### config.mk
export PLATFORM = sky130hd
export DESIGN_NAME = spi_xfer_queue
export DESIGN_NICKNAME = d
export VERILOG_FILES = /design/src/rtl/spi_xfer_queue.sv
export SDC_FILE = /design/constraint.sdc
export NUM_CORES = 1
export LEC_CHECK = 0
export BUFFER_PORTS_ARGS = -buffer_cell sky130_fd_sc_hd__clkbuf_2
export CAP_MARGIN = 20
export CORE_UTILIZATION = 50
export DETAILED_ROUTE_END_ITERATION = 10
export PLACE_DENSITY = 0.82
export SYNTH_ARGS = -nofsm -noshare
export SYNTH_HDL_FRONTEND = slang
export SYNTH_SLANG_ARGS = --single-unit
export TNS_END_PERCENT = 100
### constraint.sdc
create_clock -name clk -period 2.8 [get_ports clk]
set_input_delay 0.14 -clock clk [delete_from_list [all_inputs] [get_ports clk]]
set_output_delay 0.14 -clock clk [all_outputs]
set_load 0.02 [all_outputs]
### src/rtl/spi_xfer_queue.sv
`default_nettype none
// ============================================================================
// spi_xfer_queue : TX/RX FIFO pair feeding an SPI master, one transfer in flight
// Revision 1.0
// ============================================================================
module spi_xfer_queue #(
  parameter int DATA_LENGTH = 8,
  parameter int DEPTH       = 4,
  parameter int TIMEOUT     = 1024
) (
  input  logic                   clk,
  input  logic                   rst_n,
  input  logic                   en,
  input  logic                   wr_valid,
  input  logic [DATA_LENGTH-1:0] wr_data,
  output logic                   wr_ready,
  output logic                   rd_valid,
  output logic [DATA_LENGTH-1:0] rd_data,
  input  logic                   rd_ready,
  output logic                   m_start,
  output logic [DATA_LENGTH-1:0] m_data_in,
  input  logic                   m_done,
  input  logic [DATA_LENGTH-1:0] m_data_out,
  output logic [$clog2(DEPTH):0] tx_count,
  output logic [$clog2(DEPTH):0] rx_count,
  output logic                   idle,
  output logic                   err,
  input  logic                   err_clr
);

  localparam int PW = $clog2(DEPTH);
  localparam int CW = PW + 1;
  localparam int TW = $clog2(TIMEOUT);
  localparam logic [CW-1:0] FULL     = CW'(DEPTH);
  localparam logic [TW-1:0] TMO_LAST = TW'(TIMEOUT - 1);

  typedef enum logic [1:0] {
    IDLE   = 2'd0,
    LAUNCH = 2'd1,
    WAIT   = 2'd2
  } state_t;

  state_t                 state_q, state_d;
  logic [TW-1:0]          tmo_q, tmo_d;
  logic [DATA_LENGTH-1:0] tx_mem_q [DEPTH];
  logic [DATA_LENGTH-1:0] rx_mem_q [DEPTH];
  logic [PW-1:0]          tx_wptr_q, tx_rptr_q, rx_wptr_q, rx_rptr_q;
  logic [CW-1:0]          tx_count_q, rx_count_q;
  logic                   err_q;
  logic                   m_start_q;
  logic [DATA_LENGTH-1:0] m_data_in_q;

  logic tx_push, tx_pop, rx_push, rx_pop;
  logic launch, timeout;

  assign wr_ready  = (tx_count_q != FULL);
  assign rd_valid  = (rx_count_q != '0);
  assign rd_data   = rx_mem_q[rx_rptr_q];
  assign idle      = (state_q == IDLE) && (tx_count_q == '0);
  assign err       = err_q;
  assign m_start   = m_start_q;
  assign m_data_in = m_data_in_q;
  assign tx_count  = tx_count_q;
  assign rx_count  = rx_count_q;

  assign tx_push = wr_valid && wr_ready;
  assign rx_pop  = rd_ready && rd_valid;

  // Launch requires a free RX slot; only this FSM fills RX, so the slot stays reserved.
  always_comb begin
    state_d = state_q;
    tmo_d   = tmo_q;
    launch  = 1'b0;
    tx_pop  = 1'b0;
    rx_push = 1'b0;
    timeout = 1'b0;
    case (state_q)
      IDLE: begin
        if (en && (tx_count_q != '0) && (rx_count_q != FULL)) begin
          launch  = 1'b1;
          state_d = LAUNCH;
        end
      end
      LAUNCH: begin
        tx_pop  = 1'b1;
        tmo_d   = '0;
        state_d = WAIT;
      end
      WAIT: begin
        if (m_done) begin
          rx_push = 1'b1;
          state_d = IDLE;
        end else if (tmo_q == TMO_LAST) begin
          timeout = 1'b1;
          state_d = IDLE;
        end else begin
          tmo_d = tmo_q + TW'(1);
        end
      end
      default: state_d = IDLE;
    endcase
  end

  always_ff @(posedge clk or negedge rst_n) begin
    if (!rst_n) begin
      state_q     <= IDLE;
      tmo_q       <= '0;
      tx_wptr_q   <= '0;
      tx_rptr_q   <= '0;
      rx_wptr_q   <= '0;
      rx_rptr_q   <= '0;
      tx_count_q  <= '0;
      rx_count_q  <= '0;
      err_q       <= 1'b0;
      m_start_q   <= 1'b0;
      m_data_in_q <= '0;
    end else begin
      state_q   <= state_d;
      tmo_q     <= tmo_d;
      m_start_q <= launch;
      if (launch)  m_data_in_q <= tx_mem_q[tx_rptr_q];
      if (tx_push) tx_wptr_q   <= tx_wptr_q + PW'(1);
      if (tx_pop)  tx_rptr_q   <= tx_rptr_q + PW'(1);
      if (rx_push) rx_wptr_q   <= rx_wptr_q + PW'(1);
      if (rx_pop)  rx_rptr_q   <= rx_rptr_q + PW'(1);
      case ({tx_push, tx_pop})
        2'b10:   tx_count_q <= tx_count_q + CW'(1);
        2'b01:   tx_count_q <= tx_count_q - CW'(1);
        default: tx_count_q <= tx_count_q;
      endcase
      case ({rx_push, rx_pop})
        2'b10:   rx_count_q <= rx_count_q + CW'(1);
        2'b01:   rx_count_q <= rx_count_q - CW'(1);
        default: rx_count_q <= rx_count_q;
      endcase
      if (timeout)      err_q <= 1'b1;
      else if (err_clr) err_q <= 1'b0;
    end
  end

  always_ff @(posedge clk) begin
    if (tx_push) tx_mem_q[tx_wptr_q] <= wr_data;
    if (rx_push) rx_mem_q[rx_wptr_q] <= m_data_out;
  end

endmodule
`default_nettype wire
==> impl_metrics.yaml <==
yosys:
  avgSynthCellArea_um2: 16.9
  yosysSeqAreaShare_pct: 67.5
  yosysUniqueCellTypes: 41
  synth_nets: 284
  synth_flop_cell: "edfxtp_1"
  synthCells: 248
  ys_seq_elements: 100
  async_flop_share_pct: 36.0
  synth_edf_count: 64
  netlist_area_mm2: 0.00418
  yosysWarnings: 0
hold_path:
  hold_path_depth: 1
  holdPathEnd: "rx_mem_q[2][5]"
  hold_path_startpoint: "m_data_out[5]"
  hold_class: "primary input to register"
cells_and_area:
  final_util_pct: 62.0
  final_cells: 424
  diodes: 0
  areaGrowthSynthToFinish_pct: 17.0
  fill_cells: 571
  finalNetCount: 353
  drive_above_1_share_pct: 29.5
  final_cell_mix: "edfxtp_1, clkbuf_2, dfrtp_1"
  final_common_cell: "edfxtp_1"
grt:
  grt_max_degree: 37
  overflow: 0
  antenna_found_initial: 0
  grt_pass1_wl_um: 11700
  grt_pass1_vias: 2367
  grt_util_all_layers_pct: 18.5
timing:
  slew_headroom_pct: 38.9
  finClkSkew_ps: 7.34
  rsz0062_at_grt: "no"
  post-route-period-util_pct: 75.6
  hold_violations: 0
  finalSetupTns_ps: 0
  setup_viol: 0
  worst_slew_pin_slew_ps: 917
  fmax_ghz: 0.472
  post-route-min-period_ps: 2120
  slew_violations: 0
run:
  cap_viol_max_count: 0
clocking:
  cts_sinks: 100
  clockRootBuffer: "clkbuf_8"
  cts_buffer_depth: 2
  htree_levels: 3
  cts_buffers: 9
  path_clk_slew_ps: 90
  cts-resized-gates: 0
  worstSkewPairLatency_ps: 360
  cts_tree: "yes"
critical_path:
  r2r-start: "state_q[0]"
  crit_fanout: 10
  critical_path_arrival_ps: 2410
  r2r-end: "tx_count[2]"
  crit_family: "adder cells"
  cp.required_ps: 3090
  cpPeakStageDelay_ps: 550
  worstSetupStartpointType: "register"
  crit_type: "register to register"
  critPathCaptureType: "register"
  reg2reg_setup_slack_ps: 680
  ff2ff_path_depth: 8
  cp_num_buf_inv: 2
  cp_slowest_cell: "dfrtp_1"
  worstPathCellList: "nand2b_1 -> inv_1 -> ha_1 -> inv_1 -> fa_1 -> xor2_1 -> nor2_1 -> xor2_1"
placement:
  gp_congestion: 0.798
  dp_hpwl_um: 4810
  portBuffers: 49
  dp_cells: 392
routing:
  wl_um: 7050
  dr_total_vias: 2307
  antenna_left: 0
  viasPerCell: 5.44
  drcViolationCount: 0
  drtPass1Iterations: 4
  wl_per_cell_um: 16.6
  drtIter0Drc: 86
floorplan:
  start_util_pct: 53.0
  rows: 32
  dieHeight_um: 93.4
  pin_count: 50
  die_x_um: 93.4
  die-area_mm2: 0.00873
  design.core.area_mm2: 0.00789
outcome:
  status: "finished clean"
power_and_ir_drop:
  ir_drop_uv: 778
  p_sw_mw: 1.63
  p_total_mw: 4.77
  leakagePower_nw: 1.93
  p_comb_share_pct: 32.2
  internal-power_mw: 3.15
  swShare_pct: 34.0
  clock_power_share_pct: 20.6
  power.share.sequential_pct: 47.2
  cellPowerDensity_mw_per_mm2: 976
cells in the mapped netlist, types with 4 or more instances:
cell type | n | area share, %
and3_1 | 8 | 1.2
o211ai_1 | 4 | 0.72
nand2_1 | 9 | 0.81
nand3_1 | 10 | 1.2
dfrtp_1 | 36 | 22
xnor2_1 | 7 | 1.5
edfxtp_1 | 64 | 46
o31ai_1 | 4 | 0.72
mux2_2 | 10 | 2.7
inv_1 | 15 | 1.3
nand4_1 | 6 | 0.90
xor2_1 | 5 | 1.0
ha_1 | 11 | 3.3
mux4_2 | 16 | 8.6
repair_timing:
action | CTS | global route
setup endpoints to repair | 0 | 0
buffers inserted | 0 | 0
hold endpoints to repair | 91 | 0
hold buffers | 16 | 0
per-layer routing:
| layer | wire, um | global-route usage, % | vias to the layer above |
|---|---|---|---|
| li1 | - | - | 1090 |
| met3 | 241 | 3.98 | 7 |
| met5 | 0 | 0 | - |
| met2 | 3630 | 30.6 | 50 |
| met4 | 101 | 8.46 | 0 |
| met1 | 3080 | 23.3 | 1160 |
metrics by stage:
stage / setup slack (ps) / area, um2 / hold WS, ps
finish: 682 / 4890 / 13.6
global route: 456 / 4890 / 11.0
CTS: 683 / 4890 / 8.76
detailed placement: 691 / 4520 / 321
global placement: 777 / 4520 / 329
floorplan: 577 / 4180 / -156
power groups by stage:
stage	clock network, mW	registers, mW	logic [mW]
finish	0.981	2.26	1.54
global route	1.06	2.32	1.68
CTS	1.00	2.26	1.55
detailed placement	0	2.30	1.53
global placement	0	2.27	1.49
floorplan	0	2.23	1.16
worst max-delay path by stage:
| stage | from | endpoint | slack [ps] | depth (start not counted) |
|---|---|---|---|---|
| after floorplan | tx_count[0] | tx_count[2] | 580 | 10 |
| after global placement | state_q[1] | tx_count[2] | 780 | 8 |
| after detailed placement | state_q[0] | tx_count[2] | 690 | 8 |
| after CTS | state_q[0] | tx_count[2] | 680 | 8 |
| after global routing | state_q[0] | tx_count[2] | 460 | 8 |
| final | state_q[0] | tx_count[2] | 680 | 8 |
kinds of logic after synthesis:
logic type / share of synthesized area (%)
compound gates: 4.04
xor+xnor: 2.51
fa+ha+maj: 4.25
buf+inv: 2.24
flops: 67.5
mux: 12.0
simple gates: 7.39
flip-flops by register name, indices dropped and copies added, names as in the netlist:
signal     cells
err            1
m_data_in      8
m_start        1
rx_count       3
rx_mem_q      32
rx_rptr_q      2
rx_wptr_q      2
state_q        2
tmo_q         10
tx_count       3
tx_mem_q      32
tx_rptr_q      2
tx_wptr_q      2
area by class of cell:
type	instances	area, um2	area share (%)
flip-flops and latches	100	2820	57.7
repair buffers	65	405	8.29
clock inverters	6	88.8	1.82
multi-input cells	126	1260	25.8
inverters	15	56.3	1.15
clock buffers	10	128	2.61
well taps	102	128	2.61
(Power assumes the default switching activity.)
